`config.mk`:
```
export PLATFORM = sky130hd
export DESIGN_NAME = instruction_fetch
export DESIGN_NICKNAME = d
export VERILOG_FILES = /design/src/rtl/instruction_fetch.sv
export SDC_FILE = /design/constraint.sdc
export NUM_CORES = 1
export LEC_CHECK = 0
export ABC_AREA = 0
export CAP_MARGIN = 20
export CORE_ASPECT_RATIO = 2
export CORE_MARGIN = 3
export CORE_UTILIZATION = 45
export DETAILED_ROUTE_END_ITERATION = 12
export GPL_ROUTABILITY_DRIVEN = 0
export PLACE_DENSITY = 0.76
export SKIP_CTS_REPAIR_TIMING = 1
export SYNTH_ARGS = -nofsm -noshare
export SYNTH_HDL_FRONTEND = slang
export SYNTH_SLANG_ARGS = --single-unit
```
`constraint.sdc`:
```
create_clock -name CLK -period 9.25 [get_ports CLK]
set_input_delay 1.85 -clock CLK [delete_from_list [all_inputs] [get_ports CLK]]
set_output_delay 1.85 -clock CLK [all_outputs]
set_load 0.1 [all_outputs]
```
`src/rtl/instruction_fetch.sv`:
```
// Instruction fetch stage: owns the fetch PC, keeps one request at a time in
// flight to instruction memory, and buffers returned words together with their
// PC in a small prefetch queue that the decode stage drains.
//
// Handshakes:
//   im_REQ/im_ACK : im_REQ and im_ADDR are held steady until the edge where
//                   im_ACK=1. That edge completes the request. im_ACK while
//                   im_REQ=0 has no effect.
//   if_VALID/id_READY : the head entry transfers on an edge where both are 1.
//                   The head fields read as zero whenever if_VALID=0.
module instruction_fetch #(
  parameter logic [31:0] RESET_PC = 32'h0000_0000,
  parameter logic [31:0] PC_STEP  = 32'd1,
  parameter int          DEPTH    = 2
) (
  input  logic        CLK,
  input  logic        RESET,
  output logic        im_REQ,
  output logic [31:0] im_ADDR,
  input  logic        im_ACK,
  input  logic [31:0] im_RDATA,
  input  logic        br_TAKEN,
  input  logic [31:0] br_TARGET,
  output logic        if_VALID,
  input  logic        id_READY,
  output logic [31:0] if_instruction,
  output logic [31:0] if_pc
);

  localparam int            PW      = $clog2(DEPTH);
  localparam int            CW      = $clog2(DEPTH + 1);
  localparam logic [CW-1:0] DEPTH_C = CW'(DEPTH);

  logic [31:0]   fetch_pc_q, fetch_pc_d;
  logic          req_q, req_d;
  logic [31:0]   addr_q, addr_d;
  logic          discard_q, discard_d;
  logic [CW-1:0] count_q, count_d;
  logic [PW-1:0] rd_ptr_q, rd_ptr_d;
  logic [PW-1:0] wr_ptr_q, wr_ptr_d;
  logic [31:0]   pc_mem_q  [DEPTH];
  logic [31:0]   ins_mem_q [DEPTH];

  logic ack;
  logic push;
  logic pop;
  logic busy_next;

  // A completed request only lands in the queue when it was not issued before
  // a redirect and no redirect is happening right now.
  assign ack       = req_q & im_ACK;
  assign push      = ack & ~discard_q & ~br_TAKEN;
  assign pop       = if_VALID & id_READY & ~br_TAKEN;
  assign busy_next = req_q & ~ack;

  // Next-state: queue bookkeeping, PC advance, redirect flush and issue.
  always_comb begin
    fetch_pc_d = fetch_pc_q;
    req_d      = req_q;
    addr_d     = addr_q;
    discard_d  = discard_q;
    count_d    = count_q;
    rd_ptr_d   = rd_ptr_q;
    wr_ptr_d   = wr_ptr_q;

    if (br_TAKEN) begin
      fetch_pc_d = br_TARGET;
      count_d    = '0;
      rd_ptr_d   = '0;
      wr_ptr_d   = '0;
    end else begin
      if (push) begin
        fetch_pc_d = fetch_pc_q + PC_STEP;
        wr_ptr_d   = wr_ptr_q + PW'(1);
      end
      if (pop) begin
        rd_ptr_d = rd_ptr_q + PW'(1);
      end
      count_d = count_q + CW'(push) - CW'(pop);
    end

    // A redirect cannot abort a held request, so its eventual data is marked
    // for dropping. One flag covers any number of redirects before the ACK.
    if (ack) begin
      discard_d = 1'b0;
    end else if (br_TAKEN && req_q) begin
      discard_d = 1'b1;
    end

    if (ack) begin
      req_d = 1'b0;
    end
    // The new request is charged against free space up front, so the queue
    // always has a slot for whatever comes back.
    if (!busy_next && !br_TAKEN && (count_d < DEPTH_C)) begin
      req_d  = 1'b1;
      addr_d = fetch_pc_d;
    end
  end

  // Control state register with synchronous reset.
  always_ff @(posedge CLK) begin
    if (RESET) begin
      fetch_pc_q <= RESET_PC;
      req_q      <= 1'b0;
      addr_q     <= RESET_PC;
      discard_q  <= 1'b0;
      count_q    <= '0;
      rd_ptr_q   <= '0;
      wr_ptr_q   <= '0;
    end else begin
      fetch_pc_q <= fetch_pc_d;
      req_q      <= req_d;
      addr_q     <= addr_d;
      discard_q  <= discard_d;
      count_q    <= count_d;
      rd_ptr_q   <= rd_ptr_d;
      wr_ptr_q   <= wr_ptr_d;
    end
  end

  // Prefetch queue storage; entries are qualified by count_q, so no reset.
  always_ff @(posedge CLK) begin
    if (!RESET && push) begin
      pc_mem_q[wr_ptr_q]  <= fetch_pc_q;
      ins_mem_q[wr_ptr_q] <= im_RDATA;
    end
  end

  // Design-error guard: a push must never land on a full queue.
  always_ff @(posedge CLK) begin
    if (!RESET) begin
      assert (!(push && (count_q == DEPTH_C)));
    end
  end

  assign im_REQ         = req_q;
  assign im_ADDR        = addr_q;
  assign if_VALID       = (count_q != '0);
  assign if_pc          = if_VALID ? pc_mem_q[rd_ptr_q]  : 32'h0;
  assign if_instruction = if_VALID ? ins_mem_q[rd_ptr_q] : 32'h0;

endmodule
```
==> results of run 1 <==
## cell usage after synthesis (all sizes together), types with 10 or more instances
| cell type | instances |
|---|---|
| buf | 12 |
| nor3 | 13 |
| a211oi | 52 |
| xor2 | 12 |
| xnor2 | 23 |
| nand4 | 10 |
| edfxtp | 128 |
| mux2i | 66 |
| nand3 | 13 |
| nand2 | 16 |
| clkbuf | 26 |
| nor2 | 136 |
| dfxtp | 71 |
## logic make-up after synthesis
kind of cell / Yosys count
multiplexers: 66
XOR/XNOR: 35
flip-flops: 199
buffers and inverters: 45
AO/OA/AOI/OAI: 65
adder cells (fa/ha/maj): 3
AND/OR/NAND/NOR: 217
## registers in the layout, indices dropped and copies added, names as in the netlist, named ones only
register,cells
ins_mem_q,64
pc_mem_q,64
fetch_pc_q,32
im_ADDR,32
count_q,2
discard_q,1
im_REQ,1
rd_ptr_q,1
wr_ptr_q,1
## final timing paths
kind	startpoint	to	depth (start not counted)
max	flip-flop	if_pc[8]	4
min	im_ADDR[15]	im_ADDR[15]	2
max reg2reg	count_q[1]	im_ADDR[23]	14
min reg2reg	im_ADDR[15]	im_ADDR[15]	2
## metrics by stage
step | utilization (%) | worst slack [ps] | std cells | cell area (µm²) | power (mW)
after floorplan | - | 1560 | 630 | 7940 | 1.16
after global placement | 56.7 | 4080 | 975 | 9790 | 1.24
after detailed placement | 56.7 | 3810 | 975 | 9790 | 1.25
after CTS | 60.1 | 4130 | 1007 | 10400 | 1.99
after global routing | 60.1 | 3930 | 1007 | 10400 | 2.04
final | 60.1 | 4170 | 1007 | 10400 | 1.98
## power by group through the flow
stage | registers [mW] | logic (mW) | clock network [mW]
final | 0.994 | 0.231 | 0.750
after global routing | 0.997 | 0.242 | 0.802
after CTS | 0.994 | 0.232 | 0.767
after detailed placement | 1.01 | 0.231 | 0
after global placement | 1.01 | 0.228 | 0
after floorplan | 1.08 | 0.0813 | 0
## routing by layer
layer	vias up	wire [µm]	global-route usage (%)
li1	2596	-	-
met2	130	10500	36.7
met5	-	0	0
met4	0	360	7.80
met3	21	662	2.84
met1	2543	6700	20.3
## layout make-up
cell class / instances / share of cell area, %
clock buffers: 18 / 4.13
repair buffers: 173 / 16.5
clock inverters: 14 / 1.65
inverters: 7 / 0.277
flip-flops and latches: 199 / 50.7
multi-input cells: 386 / 24.2
well taps: 210 / 2.53
## worst reg2reg max path: cells and delay by family (launching register included)
kind / cells / cell delay, ps
flops: 1 / 340
fa+ha+maj: 2 / 490
xor+xnor: 2 / 340
buf+inv: 4 / 1240
simple gates: 5 / 690
compound gates: 1 / 290
==> impl_metrics.json, run 1 <==
{
  "cp-start-kind": "flip-flop",
  "dp_hpwl_um": 12800,
  "synth_area_um2": 7940,
  "synth-simple-area-share_pct": 12.8,
  "clk_latency_ps": 430,
  "r2r_slack_ps": 5750,
  "antenna_found_initial": 0,
  "postRouteAntennaNets": 0,
  "synth_nets": 702,
  "coreArea_um2": 17300,
  "maxCapViolCount": 0,
  "tns_ps": 0,
  "antenna_cells": 0,
  "die_x_um": 100,
  "required_ps": 7400,
  "final_layout_size_suffix_gt1_share_pct": 6.40,
  "synth-seq-area-share_pct": 66.3,
  "clock_sinks": 199,
  "crit_type": "reg -> out",
  "grt_usage_pct": 19.2,
  "crit_family": "buffers and inverters",
  "die_h_um": 194,
  "regArea_um2": 5270,
  "num_vias": 5290,
  "sw_frac_of_total_pct": 25.6,
  "layout.nets": 856,
  "worst-path-max-fanout": 64,
  "yosysTopAreaCell": "edfxtp_1",
  "fillers": 1385,
  "slew_headroom_pct": 25.0,
  "synthFlopType": "edfxtp_1",
  "async_reset_ff_share_pct": 0,
  "final_common_cell": "clkdlybuf4s50_1",
  "hold_path_class": "reg -> reg",
  "grt_overflow": 0,
  "dieArea_um2": 19400,
  "drc": 0,
  "ir_drop_v": 0.000127,
  "cts_made_buffers": 17,
  "synth-seq-cells": 199,
  "cts_max_path_buffers": 2,
  "crit_path_max_incr_delay_ps": 1150,
  "whs_ps": 506,
  "yosysTopAreaCellShare_pct": 48.4,
  "rows": 68,
  "max_slew.worst_pin.slew_ps": 1120,
  "htree_levels": 4,
  "p_leak_nw": 3.34,
  "p_sw_uw": 505,
  "viasPerCell": 5.25,
  "synth_compound_area_share_pct": 5.99,
  "synth.area.mux_share_pct": 8.32,
  "comb_power_share_pct": 11.7,
  "setup_viol": 0,
  "hold_viol_final": 0,
  "cts_tree": "yes",
  "io_buffers": 166,
  "clkPwrFrac_pct": 38.0,
  "cp.arrival_ps": 3230,
  "cp_cell_sequence": "buf_4, mux2i_1, nor2_1, clkdlybuf4s50_1",
  "slew_viol_final": 0,
  "cp_num_buf_inv": 2,
  "synth_area_per_cell_um2": 12.6,
  "root_buffer": "clkbuf_16",
  "power_density_nw_per_um2": 190,
  "grt_pass1_vias": 5648,
  "ys_warn_count": 0,
  "fin_crit_sh_pct": 54.9,
  "clk_pin_slew_worst_paths_ps": 80,
  "dr.pass1.iters": 7,
  "ys_types": 40,
  "grt_pass1_wl_um": 28900,
  "skew_ps": 13.7,
  "routedWlPerCell_um": 18.1,
  "synthAdderAreaFrac_pct": 0.473,
  "syn-instance-count": 630,
  "initial_core_util_pct": 46.0,
  "cp_slowest_cell": "clkdlybuf4s50_1",
  "routed_wl_um": 18300,
  "synth_area_leaders": "edfxtp_1, dfxtp_1, mux2i_1",
  "layout_min_cycle_time_ps": 5080,
  "area_growth_pct": 30.8,
  "p_int_mw": 1.47,
  "rsz0062_at_grt": "false",
  "worst_setup_path_end_kind": "output pin",
  "synth_enable_flop_cells": 128,
  "status": "complete, no violations",
  "multi_input_area_um2": 2520,
  "synth-xor-area-share_pct": 3.86,
  "synth_top_family_by_area": "simple AND/OR/NAND/NOR gates",
  "fmax_mhz": 197,
  "grt_max_degree": 76,
  "drtIter0Drc": 260,
  "power_frac_seq_pct": 50.4,
  "layout_common_cells": "clkdlybuf4s50_1, nor2_1, edfxtp_1, dfxtp_1, mux2i_1",
  "design.portCount": 167
}
(Power assumes the default switching activity.)
==> inputs of run 2 (changes only) <==
- PLACE_DENSITY: 0.76 -> 0.79
- clock period: 9.25 -> 4.1 ns (I/O delays scaled with it)
==> impl_metrics.json, run 2 (synthesized netlist as in run 1, its figures left out) <==
{
  "cts_tree": "yes",
  "p_sw_mw": 1.11,
  "skew_ps": 8.98,
  "hold_path_class": "reg -> reg",
  "p_total_mw": 4.34,
  "postLayoutSetupSlackWorst_ps": 800,
  "clk_pin_slew_worst_paths_ps": 70,
  "final_util_pct": 59.6,
  "p_int_mw": 3.23,
  "hold_viol_final": 0,
  "cts_max_path_buffers": 2,
  "required_ps": 3280,
  "cp.arrival_ps": 2480,
  "cp-start-kind": "flip-flop",
  "r2r_slack_ps": 1120,
  "num_vias": 5262,
  "final_common_cell": "nor2_1",
  "power_density_nw_per_um2": 422,
  "antenna_cells": 0,
  "design.portCount": 167,
  "crit_type": "reg -> out",
  "layout.nets": 860,
  "viasPerCell": 5.20,
  "worst_setup_path_end_kind": "output pin",
  "drtIter0Drc": 216,
  "grt_pass1_vias": 5291,
  "rows": 68,
  "area_growth_pct": 29.6,
  "regArea_um2": 5270,
  "initial_core_util_pct": 46.0,
  "r2r_end": "im_ADDR[29]",
  "dr.pass1.iters": 4,
  "grt_usage_pct": 18.9,
  "reg_top3": "ins_mem_q (64), pc_mem_q (64)",
  "power_frac_seq_pct": 51.6,
  "whs_ps": 487,
  "routedWlPerCell_um": 17.8,
  "status": "complete, no violations",
  "clkPwrFrac_pct": 36.4,
  "layout_min_cycle_time_ps": 3300,
  "cts_made_buffers": 17,
  "dieArea_um2": 19400,
  "die_x_um": 100,
  "multi_input_area_um2": 2530,
  "final_layout_size_suffix_gt1_share_pct": 13.2,
  "grt_overflow": 0,
  "slew_headroom_pct": 30.9,
  "worst-r2r-cell-count": 13,
  "sw_frac_of_total_pct": 25.6,
  "clk_latency_ps": 420,
  "max_slew.worst_pin.slew_ps": 1030,
  "p_leak_nw": 3.46,
  "dp_worst_setup_slack_ps": 569,
  "io_buffers": 166,
  "antenna_found_initial": 0,
  "endpoint": "if_pc[30]",
  "rr_startpoint": "count_q[1]",
  "maxCapViolCount": 0,
  "htree_levels": 4,
  "postRouteAntennaNets": 0,
  "root_buffer": "clkbuf_16",
  "coreArea_um2": 17300,
  "tns_ps": 0,
  "layout_common_cells": "nor2_1, edfxtp_1, clkdlybuf4s50_1, dfxtp_1, mux2i_1",
  "worst-path-max-fanout": 39,
  "die_h_um": 194,
  "grt_pass1_wl_um": 27900,
  "dp_hpwl_um": 12600,
  "setup_viol": 0,
  "comb_power_share_pct": 12.0,
  "rsz0062_at_grt": "false",
  "drc": 0,
  "clock_sinks": 199,
  "fillers": 1430,
  "grt_max_degree": 65,
  "routed_wl_um": 18000,
  "fmax_mhz": 303,
  "slew_viol_final": 0,
  "fin_crit_sh_pct": 80.5,
  "ir_drop_v": 0.000319
}
[run 2: worst max-delay path, cell delays in order, from the launching register on]
cell	delay (ps)
dfxtp_4	630
buf_4	650
mux2i_1	430
nor2_1	80
buf_4	240
[run 2: cell type report]
| class | instances | area share [%] |
|---|---|---|
| Tap cell | 210 | 2.55 |
| Sequential cell | 199 | 51.2 |
| Clock inverter | 9 | 0.912 |
| Multi-Input combinational cell | 386 | 24.6 |
| Clock buffer | 23 | 4.56 |
| Timing Repair Buffer | 177 | 15.9 |
| Inverter | 7 | 0.280 |
[run 2: worst min path at each step]
stage / start / to / cells after the start
floorplan: fetch_pc_q[31] / pc_mem_q[0][31] / 0
global placement: fetch_pc_q[31] / pc_mem_q[0][31] / 0
detailed placement: fetch_pc_q[31] / pc_mem_q[1][31] / 0
CTS: fetch_pc_q[31] / pc_mem_q[1][31] / 0
global route: fetch_pc_q[31] / pc_mem_q[1][31] / 0
finish: fetch_pc_q[31] / pc_mem_q[1][31] / 0
[run 2: power by group through the flow]
stage | combinational (mW) | sequential [mW] | clock, mW
after floorplan | 0.185 | 2.44 | 0
after global placement | 0.516 | 2.28 | 0
after detailed placement | 0.522 | 2.28 | 0
after CTS | 0.524 | 2.24 | 1.61
after global routing | 0.547 | 2.25 | 1.69
final | 0.521 | 2.24 | 1.58
[run 2: metrics by stage]
stage / cell area, µm² / instances
after global placement: 9730 / 979
after floorplan: 7970 / 630
after global routing: 10300 / 1011
final: 10300 / 1011
after CTS: 10300 / 1011
after detailed placement: 9730 / 979
[run 2: routing by layer]
layer / up-vias / wire (µm) / GRT usage, % / share of wire [%]
met2: 137 / 10000 / 34.7 / 56
met5: - / 0 / 0 / 0
met3: 35 / 724 / 3.17 / 4.0
met1: 2490 / 6640 / 20.2 / 37
li1: 2600 / - / - / -
met4: 0 / 600 / 9.47 / 3.3
==> inputs of run 3 (changes only) <==
- clock period: 4.1 -> 2.8 ns (I/O delays scaled with it)
==> impl_metrics.json, run 3 (synthesized netlist as in run 1, its figures left out) <==
{
  "status": "complete, no violations",
  "cts_made_buffers": 17,
  "design.portCount": 167,
  "fmax_mhz": 372,
  "layout.nets": 868,
  "routedWlPerCell_um": 18.7,
  "clock_sinks": 199,
  "whs_ps": 473,
  "clk_latency_ps": 430,
  "grt_usage_pct": 19.4,
  "reg_top3": "ins_mem_q (64), pc_mem_q (64)",
  "drtIter0Drc": 252,
  "rows": 68,
  "slew_viol_final": 0,
  "rr_startpoint": "count_q[1]",
  "antenna_found_initial": 0,
  "r2r_slack_ps": 300,
  "place_inst": 985,
  "hold_path_class": "reg -> reg",
  "htree_levels": 4,
  "dp_worst_setup_slack_ps": -413,
  "crit_type": "in -> reg",
  "grt_pass1_wl_um": 29100,
  "final_area_um2": 10900,
  "num_vias": 5451,
  "clk_pin_slew_worst_paths_ps": 70,
  "hold_depth": 1,
  "cts_max_path_buffers": 2,
  "rsz0062_at_grt": "false",
  "grt_max_degree": 74,
  "grt_pass1_vias": 5602,
  "root_buffer": "clkbuf_16",
  "maxCapViolCount": 0,
  "io_buffers": 166,
  "postLayoutSetupSlackWorst_ps": 110,
  "p_int_mw": 4.79,
  "final_layout_size_suffix_gt1_share_pct": 28.7,
  "antenna_cells": 0,
  "initial_core_util_pct": 46.0,
  "die_x_um": 100,
  "cp-start-kind": "input pin",
  "area_growth_pct": 37.6,
  "die_h_um": 194,
  "r2r_end": "im_ADDR[25]",
  "p_sw_mw": 1.70,
  "coreArea_um2": 17300,
  "layout_min_cycle_time_ps": 2690,
  "dieArea_um2": 19400,
  "drc": 0,
  "clkPwrFrac_pct": 37.1,
  "worst-r2r-cell-count": 14,
  "sw_frac_of_total_pct": 26.1,
  "dp_hpwl_um": 13600,
  "grt_overflow": 0,
  "power_density_nw_per_um2": 594,
  "setup_viol": 0,
  "final_common_cell": "edfxtp_1",
  "hold_viol_final": 0,
  "routed_wl_um": 19000,
  "layout_common_cells": "edfxtp_1, buf_4, nor2_1, dfxtp_1, clkdlybuf4s50_1",
  "cp.arrival_ps": 3020,
  "max_slew.worst_pin.slew_ps": 749,
  "comb_power_share_pct": 12.3,
  "fin_crit_sh_pct": 96.1,
  "power_frac_seq_pct": 50.6,
  "p_leak_nw": 3.70,
  "dr.pass1.iters": 5,
  "viasPerCell": 5.35,
  "slew_headroom_pct": 50.0,
  "worst-path-max-fanout": 28,
  "stdcell_count": 1019,
  "skew_ps": 17.0,
  "postRouteAntennaNets": 0,
  "cts_tree": "yes",
  "worst_setup_path_end_kind": "flip-flop",
  "postPlaceCellArea_um2": 10300,
  "required_ps": 3130,
  "holdPathEnd": "discard_q",
  "ir_drop_v": 0.000437,
  "hp-start": "im_REQ"
}
run 3: changes by cell type in the layout (fill, tap and decap cells not counted), moves of 2 or more:
cell | previous run | this run
nor2_1 | 135 | 75
buf_4 | 59 | 76
inv_6 | 1 | 5
nor2_2 | 0 | 60
xnor2_2 | 0 | 2
clkdlybuf4s50_1 | 115 | 67
clkbuf_8 | 2 | 0
xnor2_1 | 23 | 21
buf_12 | 2 | 38
inv_4 | 2 | 0
clkbuf_1 | 3 | 1
run 3: per-stage QoR:
stage | total power [mW] | utilization, % | TNS (ps)
floorplan | 3.86 | - | -44440
global placement | 4.11 | 59.6 | -6080
detailed placement | 4.14 | 59.6 | -9240
CTS | 6.53 | 63.0 | 0
global route | 6.71 | 63.3 | 0
finish | 6.49 | 63.3 | 0
run 3: routing by layer:
layer | wire length (µm) | global-route usage [%]
met2 | 10500 | 35.0
met4 | 894 | 11.0
met3 | 809 | 2.66
met1 | 6830 | 21.2
met5 | 0 | 0
run 3: power by group through the flow:
stage               combinational (mW)  sequential, mW  clock, mW
global route                     0.837            3.29       2.58
detailed placement               0.789            3.35          0
CTS                              0.792            3.28       2.46
global placement                 0.772            3.34          0
floorplan                        0.287            3.58          0
finish                           0.802            3.28       2.41
run 3: worst max-delay path by stage:
stage	endpoint	slack (ps)	depth (start not counted)	startpoint
4_1_cts	if_pc[31]	7	4	count_q[0]
6_report	im_ADDR[25]	110	13	im_ACK
2_1_floorplan	ins_mem_q[1][0]	-420	5	br_TAKEN
5_1_grt	im_ADDR[25]	20	13	br_TAKEN
3_5_place_dp	im_ADDR[6]	-410	12	im_ACK
3_3_place_gp	im_ADDR[30]	-220	12	br_TAKEN
run 3: area by class of cell:
class | count | area [µm²]
Clock buffer | 18 | 429
Timing Repair Buffer | 185 | 2060
Clock inverter | 14 | 161
Sequential cell | 199 | 5270
Tap cell | 210 | 263
Multi-Input combinational cell | 386 | 2710
Inverter | 7 | 37.5
Fill cell | 1324 | 6340
run 3: worst max-delay path, cell delays in order:
cell and delay, ps:
clkdlybuf4s50_1 480, and4bb_2 320, inv_8 30, ha_1 260, inv_1 40, ha_2 180, xnor2_2 150, xnor2_2 170
nor3_4 230, buf_4 170, buf_8 220, nor2_1 60, a211oi_1 150
